--- src/rtl/cpu_muldiv_sequencer.sv ---
// Sequencer between execute and the shared iterative multiply/divide units.
// Define CPU_MULDIV_REUSE_EN to reuse the last unit result when class and operands match.
module cpu_muldiv_sequencer (
   input  logic        i_clock,
   input  logic        i_reset,
   input  logic        i_request,
   input  logic [2:0]  i_op,
   input  logic [31:0] i_op1,
   input  logic [31:0] i_op2,
   output logic        o_busy,
   output logic        o_ready,
   output logic [31:0] o_result,
   output logic [31:0] o_unit_op1,
   output logic [31:0] o_unit_op2,
   output logic        o_mul_latch,
   output logic        o_mul_signed,
   input  logic        i_mul_ready,
   input  logic [63:0] i_mul_result,
   output logic        o_div_latch,
   output logic        o_div_signed,
   input  logic        i_div_ready,
   input  logic [31:0] i_div_result,
   input  logic [31:0] i_div_remainder
);

   typedef enum logic [1:0] {IDLE, LATCH, WAIT, DONE} state_t;

   state_t      state_q, state_d;
   logic [2:0]  op_q, op_d;
   logic [31:0] op1_q, op1_d;
   logic [31:0] op2_q, op2_d;
   logic [31:0] result_q, result_d;

   logic        div_zero, div_ovf, fast_path;
   logic [31:0] fast_result;
   logic        unit_ready, wait_done;
   logic [63:0] unit_data;
   logic        reuse_hit;
   logic [63:0] reuse_data;

   function automatic logic op_signed(input logic [2:0] op);
      return op[2] ? ~op[0] : ~op[1];
   endfunction

   // Divider data is packed as {remainder, quotient} so both units share one selector.
   function automatic logic [31:0] select_result(input logic [2:0]  op,
                                                 input logic [63:0] data,
                                                 input logic [31:0] a,
                                                 input logic [31:0] b);
      logic [31:0] r;
      case (op)
         3'd0, 3'd4, 3'd5: r = data[31:0];
         3'd2:             r = data[63:32] - (a[31] ? b : 32'd0);
         default:          r = data[63:32];
      endcase
      return r;
   endfunction

   always_comb begin
      div_zero    = i_op[2] && (i_op2 == 32'd0);
      div_ovf     = i_op[2] && !i_op[0] && (i_op1 == 32'h8000_0000) && (i_op2 == 32'hFFFF_FFFF);
      fast_path   = div_zero || div_ovf;
      fast_result = 32'd0;
      if (div_zero) begin
         fast_result = i_op[1] ? i_op1 : 32'hFFFF_FFFF;
      end else begin
         fast_result = i_op[1] ? 32'd0 : 32'h8000_0000;
      end
   end

   assign unit_ready = op_q[2] ? i_div_ready : i_mul_ready;
   assign unit_data  = op_q[2] ? {i_div_remainder, i_div_result} : i_mul_result;
   assign wait_done  = (state_q == WAIT) && unit_ready;

`ifdef CPU_MULDIV_REUSE_EN
   logic        tag_valid_q, tag_valid_d;
   logic        tag_div_q, tag_div_d;
   logic        tag_signed_q, tag_signed_d;
   logic [31:0] tag_op1_q, tag_op1_d;
   logic [31:0] tag_op2_q, tag_op2_d;
   logic [63:0] tag_data_q, tag_data_d;

   always_comb begin
      tag_valid_d  = tag_valid_q;
      tag_div_d    = tag_div_q;
      tag_signed_d = tag_signed_q;
      tag_op1_d    = tag_op1_q;
      tag_op2_d    = tag_op2_q;
      tag_data_d   = tag_data_q;
      if (wait_done) begin
         tag_valid_d  = 1'b1;
         tag_div_d    = op_q[2];
         tag_signed_d = op_signed(op_q);
         tag_op1_d    = op1_q;
         tag_op2_d    = op2_q;
         tag_data_d   = unit_data;
      end
   end

   always_ff @(posedge i_clock) begin
      if (i_reset) begin
         tag_valid_q  <= 1'b0;
         tag_div_q    <= 1'b0;
         tag_signed_q <= 1'b0;
         tag_op1_q    <= 32'd0;
         tag_op2_q    <= 32'd0;
         tag_data_q   <= 64'd0;
      end else begin
         tag_valid_q  <= tag_valid_d;
         tag_div_q    <= tag_div_d;
         tag_signed_q <= tag_signed_d;
         tag_op1_q    <= tag_op1_d;
         tag_op2_q    <= tag_op2_d;
         tag_data_q   <= tag_data_d;
      end
   end

   assign reuse_hit  = tag_valid_q && (tag_div_q == i_op[2]) && (tag_signed_q == op_signed(i_op))
                       && (tag_op1_q == i_op1) && (tag_op2_q == i_op2);
   assign reuse_data = tag_data_q;
`else
   assign reuse_hit  = 1'b0;
   assign reuse_data = 64'd0;
`endif

   always_comb begin
      state_d  = state_q;
      op_d     = op_q;
      op1_d    = op1_q;
      op2_d    = op2_q;
      result_d = result_q;
      case (state_q)
         IDLE: begin
            if (i_request) begin
               op_d  = i_op;
               op1_d = i_op1;
               op2_d = i_op2;
               if (fast_path) begin
                  result_d = fast_result;
                  state_d  = DONE;
               end else if (reuse_hit) begin
                  result_d = select_result(i_op, reuse_data, i_op1, i_op2);
                  state_d  = DONE;
               end else begin
                  state_d = LATCH;
               end
            end
         end
         LATCH: state_d = WAIT;
         WAIT: begin
            if (unit_ready) begin
               result_d = select_result(op_q, unit_data, op1_q, op2_q);
               state_d  = DONE;
            end
         end
         DONE:    state_d = IDLE;
         default: state_d = IDLE;
      endcase
   end

   always_ff @(posedge i_clock) begin
      if (i_reset) begin
         state_q  <= IDLE;
         op_q     <= 3'd0;
         op1_q    <= 32'd0;
         op2_q    <= 32'd0;
         result_q <= 32'd0;
      end else begin
         state_q  <= state_d;
         op_q     <= op_d;
         op1_q    <= op1_d;
         op2_q    <= op2_d;
         result_q <= result_d;
      end
   end

   // Signedness is only meaningful while a unit owns the operands; elsewhere it reads 0.
   assign o_busy       = i_request || (state_q != IDLE);
   assign o_ready      = (state_q == DONE);
   assign o_result     = result_q;
   assign o_unit_op1   = op1_q;
   assign o_unit_op2   = op2_q;
   assign o_mul_latch  = (state_q == LATCH) && !op_q[2];
   assign o_div_latch  = (state_q == LATCH) && op_q[2];
   assign o_mul_signed = ((state_q == LATCH) || (state_q == WAIT)) && !op_q[2] && op_signed(op_q);
   assign o_div_signed = ((state_q == LATCH) || (state_q == WAIT)) && op_q[2] && op_signed(op_q);

endmodule

--- config.mk ---
export PLATFORM = sky130hd
export DESIGN_NAME = cpu_muldiv_sequencer
export DESIGN_NICKNAME = d
export VERILOG_FILES = /design/src/rtl/cpu_muldiv_sequencer.sv
export SDC_FILE = /design/constraint.sdc
export NUM_CORES = 1
export LEC_CHECK = 0
export CAP_MARGIN = 20
export CORE_ASPECT_RATIO = 1.2
export CORE_MARGIN = 4
export CORE_UTILIZATION = 48
export CTS_CLUSTER_SIZE = 40
export DETAILED_ROUTE_END_ITERATION = 12
export PLACE_DENSITY = 0.87
export SYNTH_ARGS = -nofsm -noshare
export SYNTH_HDL_FRONTEND = slang
export SYNTH_SLANG_ARGS = --single-unit
--- constraint.sdc ---
create_clock -name i_clock -period 11.5 [get_ports i_clock]
set_input_delay 1.15 -clock i_clock [delete_from_list [all_inputs] [get_ports i_clock]]
set_output_delay 1.15 -clock i_clock [all_outputs]
set_load 0.02 [all_outputs]
# After elaboration in Yosys (flattened, before gate mapping)
# Cells that the tools add are included.
[word_totals]
register_bits = 101
in_bits = 200
out_inout_bits = 102
word_cells = 59
[classes]
addsub = 1
n_eq_ne = 11
n_mux = 16
n_bitwise = 2
n_reduce_logical = 24
[op_table]
columns = ["op", "count"]
rows = [
  ["two-way mux 32 bit", 7],
  ["case mux 32 bit (2 select lines)", 2],
  ["== test 32 bit (second input constant)", 2],
  ["two-way mux 64 bit", 1],
  ["logical NOT 32 bit", 1],
  ["subtractor 32 bit", 1],
  ["logical AND 1 bit", 10],
  ["case mux 2 bit (4 select lines)", 1],
  ["== test 3 bit (second input constant)", 2],
  ["two-way mux 2 bit", 3],
  ["inequality test 2 bit (second input constant)", 3],
  ["== test 2 bit (second input constant)", 2],
  ["AND reduction 2 bit", 2],
  ["AND reduction 4 bit", 1],
  ["nonzero test 2 bit", 2],
  ["== test 3 x 2 -> 1 bit (second input constant)", 1],
  ["logical NOT 3 bit", 1],
  ["logical OR 1 bit", 3],
  ["OR reduction 3 bit", 1],
  ["== test 2 x 1 -> 1 bit (second input constant)", 1],
  ["logical NOT 1 bit", 2],
  ["logical NOT 2 bit", 1],
  ["two-way mux 1 bit", 2],
  ["inverter 1 bit", 2],
]

# Longest topological paths before layout
[depth]
word_depth = 8
ltp_mapped = 16
depth_no_buf = 12

# Worst setup path before layout
# OpenSTA, ideal clock, no wires.
[synth_path]
path_kind = "register to register"
from = "reg op_q[2]"
to = "reg result_q[29], in the netlist o_result[29]"
setup_ns = 0.074
arrival_ns = 4.277
required_ns = 11.426
setup_slack_ns = 7.148
path_stages_with_launch = 16
path_buffers = 5
cell_sequence = "dfxtp_1 > clkbuf_1 > buf_1 > buf_1 > clkbuf_1 > clkbuf_1 > mux2_2 > ha_1 > nand2_1 > a21o_1 > a211oi_1 > o21ai_0 > a41oi_1 > mux2i_1 > or4_1 > a31oi_1"
[synth_via]
elab_chain_cells = 5
word_cells_on_any_way = 13
classes_between = "1 x add/sub; 4 x eq/ne; 5 x mux; 3 x reduce/logical"
[synth_lines]
columns = ["element", "line", "source"]
rows = [
  ["from (decl)", "29", "logic [2:0] op_q, op_d;"],
  ["from (signal assigned)", "170", "op_q <= op_d;"],
  ["two-way mux 64 bit (tied with other cells)", "72", "assign unit_data = op_q[2] ? {i_div_remainder, i_div_result} : i_mul_result;"],
  ["subtractor 32 bit / OR reduction 3 bit (equally long branches)", "53, 51", ""],
  ["case mux 32 bit (2 select lines)", "51", "case (op)"],
  ["two-way mux 32 bit", "151", "if (unit_ready) begin"],
  ["case mux 32 bit (2 select lines)", "132", "case (state_q)"],
  ["to (signal assigned)", "173", "result_q <= result_d;"],
  ["to (decl)", "32", "logic [31:0] result_q, result_d;"],
]
# Parallel ways exist; a longest one is shown, timed or not. The select of a mux whose other input is x is not followed.
# A chain may end at the register's enable or synchronous reset.

# Worst setup path in the final report
[layout_path]
from = "in i_div_remainder[0]"
to = "reg result_q[28], in the netlist o_result[28]"
[layout_via]
elab_chain_cells = 5
[layout_lines]
columns = ["element", "line", "source"]
rows = [
  ["from (decl)", "23", "input logic [31:0] i_div_remainder"],
  ["two-way mux 64 bit", "72", ""],
  ["subtractor 32 bit", "53", "3'd2: r = data[63:32] - (a[31] ? b : 32'd0);"],
  ["case mux 32 bit (2 select lines)", "51", ""],
  ["two-way mux 32 bit", "151", ""],
  ["case mux 32 bit (2 select lines)", "132", ""],
]
# No other way between the ends. The select of a mux whose other input is x is not followed.

==> metrics.md <==
| Metric | Value |
|---|---|
| Worst Skew | `0.01035 ns` |
| Pins over their slew limit | `0` |
| Largest stage delay, worst path | `0.50 ns` |
| Number of setup buffers added after CTS | `0` |
| Result of the run | `finished clean` |
| Count of max-cap constraint violations | `0` |
| Routed wire per std cell | `21.78 um` |
| CTS max path bufs | `2` |
| Clk_lat worst skew | `0.36 ns` |
| Setup CP Type | `input port to register` |
| RSZ-0062 raised after global routing | `false` |
| Syn-to-layout area delta | `44.70%` |
| Main synth FF type | `dfxtp_1` |
| Count of buffering cells on the critical path with inverters included | `2` |
| DRC Markers | `0` |
| Cell taking the most area after synthesis | `dfxtp_1` |
| Final sum of negative setup slack | `0 ns` |
| Vias per Instance | `6.223` |
| Horiz. Die Dim | `123.3 um` |
| Die outline area | `18040 sq um` |
| Post-CTS clock slew at the launch and capture registers of the worst setup and hold paths | `0.08 ns` |
| Final weighted congestion in routability-driven placement | `0.9802` |
| Proportion of netlist area held by the largest area contributor | `0.2642` |
| Top-level I/O count | `302` |
| Count of nets after finishing | `1550` |
| CTS HTree Levels | `3` |
| Count of port buffers added during placement | `301` |
| Cell area power density | `113.8 nW/um^2` |
| Count of different cell masters after synthesis | `68` |
| Multiplexer fraction of the synthesized cell area | `0.07062` |
| PostCTS Resize Cnt | `0` |
| Category of cells accounting for the largest share of critical-path delay | `compound AO/OA/AOI/OAI gates` |
| Violation count after the first detailed-routing iteration | `979` |
| Power after layout | `1.260 mW` |
| Arrival time at the worst endpoint | `4.78 ns` |
| Total inserted antenna cells | `0` |
| Ratio of cells with drive above 1 in the final layout | `0.05543` |
| GRT Residual Overflow | `0` |
| Net count after synthesis | `1300` |
| Adder and majority cell fraction of the synthesized area | `0.06310` |
| Synth Area in Simple Gates | `0.2457` |
| Non-filler instance count after layout | `1525` |
| Met1 Routed Length | `12310 um` |
| Synth Area in Compound Gates | `0.2825` |
| DR vias | `9490` |
| Floorplan Core Area | `15640 sq um` |
| Number of sinks driven by the clock tree | `101` |
| Largest net degree at the start of global routing | `75` |
| DIE HEIGHT | `146.3 um` |
| Largest fanout of any net on the critical path | `4` |
| Total Wirelength | `33220 um` |
| Number of placement rows | `50` |
| Initial Utilization | `0.4894` |
| Post-synthesis average cell area | `7.207 sq um` |
| Total of flip-flops plus latches after synthesis | `101` |
| Endpoint required time on the critical path | `11.76 ns` |
| Achievable clock frequency | `221.2 MHz` |
| Measured slew at the worst slew-check pin | `1.074 ns` |
| Kind of end point of the critical path | `register` |
| Cell leakage power | `3.880 nW` |
| Sequential element share of the synthesized area | `0.2642` |
| Gate count after technology mapping | `1062` |
| Fraction of synthesized cell area in xor and xnor cells | `0.02518` |
| Number of buffers added by the clock tree synthesis step | `9` |
| Met3 wire length | `3403 um` |
| Number of global-route vias before repair | `9039` |
| Antenna viol nets, final | `0` |
| Count of TritonRoute iterations in the first routing pass | `8` |
| Number of antenna violations at the first check in global routing | `1` |
| Buffer cell driving the clock tree root | `clkbuf_16` |
| Top routing layer in use | `met5` |
| Post-route clock period utilization | `0.3932` |
| Post-synth EDFFs | `0` |
| Total global-route track usage | `0.3520` |
| Async set-reset flop share out of synthesis | `0` |
| Netlist area before placement | `7654 sq um` |
| Number of placed instances, taps included | `1507` |
| Met2 Wirelength | `15340 um` |
| Min Clock Period, post-route | `4.522 ns` |
| Dominant combinational cell family by area after synthesis | `compound AO/OA/AOI/OAI gates` |
| Final setup viols | `0` |
| Worst VDD drop | `0.09997 mV` |
| Cell type of the slowest stage on the worst timing path | `a2111oi_2` |
| Place WS | `6.615 ns` |
| Number of synthesis warnings | `0` |
| Fin worst setup slack | `6.978 ns` |
| Most area-consuming cells after synthesis | `dfxtp_1, nand2_1, a21oi_1, ha_1, mux2_2` |
| Hold_buf cts | `0` |
| Post-DP HPWL | `25830 um` |
| First-pass GRT wire length | `49390 um` |
| Chain of cells forming the critical path | `clkdlybuf4s50_1 -> mux2i_1 -> ha_1 -> inv_1 -> fa_1 -> a211oi_1 -> o21ai_1 -> a2111oi_2 -> nor4_1 -> a2111oi_2 -> xnor2_1 -> a211oi_1 -> o41ai_1` |
| Final Hold Violating Endpoints | `0` |
| Remaining max-slew budget at the tightest pin | `0.2814` |
| Type of origin of the critical path | `input port` |
| Clock tree from TritonCTS | `built` |
| Type of the most critical hold path | `register to register` |
[power breakdown]
part / internal, mW / leakage, nW / switching (mW)
sequential: 0.384 / 0.827 / 0.0243
combinational: 0.236 / 2.91 / 0.304
clock: 0.155 / 0.146 / 0.156
total: 0.775 / 3.88 / 0.485
[sequential cells by signal, summed over array words and instances, names as in the netlist]
register,cells
state_q,2
o_result,32
op_q,3
o_unit_op1,32
o_unit_op2,32
[stage by stage]
step                hold slack (ns)  cell area [sq um]  utilization
floorplan                    0.5340               7654            -
global placement             0.4412              10730       0.6863
detailed placement           0.4465              10730       0.6863
CTS                          0.4572              11040       0.7058
global route                 0.4693              11070       0.7081
finish                       0.4573              11070       0.7081
[layout by cell type, fill, tap and decap left out, types with 20 or more instances in the layout]
| cell type | instances |
|---|---|
| clkdlybuf4s50_1 | 300 |
| a21oi_1 | 136 |
| ha_1 | 37 |
| inv_1 | 21 |
| o21ai_0 | 65 |
| nand2_1 | 218 |
| nor3_1 | 22 |
| dfxtp_1 | 99 |
| mux2_2 | 32 |
| nor4_1 | 22 |
| a21o_1 | 20 |
| nor2_1 | 57 |
[cell usage after synthesis (all sizes together) (11+ instances only)]
cell type and instances:
nor4 22, nand3 13, nor3 22, ha 37
nor2b 12, nand2 219, buf 18, a221oi 11
a211oi 17, nand4 17, inv 21, clkbuf 57
mux2i 18, a21o 20, xnor2 15, nor2 57
dfxtp 101, a31oi 11, o21ai 66, mux2 32
a21oi 136, nand2b 15
[cells by family (layout without fill, tap and decap cells)]
family / count (synthesis) / after routing
AOI/OAI and AO/OA: 343 / 343
buffers and inverters: 96 / 351
and+or+nand+nor: 412 / 412
xor gates and xnor gates: 22 / 22
muxes: 50 / 50
adders and majority gates: 38 / 38
DFF: 101 / 101
[worst reg2reg max path: stages, from the launching register on]
cell,delay (ns)
dfxtp_2,0.43
buf_4,0.69
mux2_2,0.47
ha_1,0.38
a21oi_1,0.18
o21a_1,0.21
o211ai_1,0.12
o21ai_0,0.61
a41oi_1,0.32
mux2i_1,0.18
or4_1,0.47
a31oi_1,0.16
[metal layers]
metal | GRT usage | vias to the layer above
met2 | 0.5731 | 569
met1 | 0.4152 | 4414
met3 | 0.08214 | 124
met5 | 0 | -
li1 | - | 4381
met4 | 0.2105 | 2
[cell type report]
class	count	area, sq um
Inverter	21	78.83
Sequential cell	101	2024
Timing Repair Buffer	314	3128
Multi-Input combinational cell	865	5278
Clock buffer	9	225.2
Tap cell	208	260.3
Fill cell	1294	4566
Clock inverter	7	80.08
[worst paths after layout]
path / start / end / slack (ns) / depth (start not counted)
max reg2reg: op_q[2] / o_result[29] / 7.20 / 11
max: i_div_remainder[0] / o_result[28] / 6.98 / 13
min: o_unit_op1[8] / o_unit_op1[8] / 0.46 / 2
min reg2reg: o_unit_op1[8] / o_unit_op1[8] / 0.46 / 2
Power figures use the tool's default switching activity.
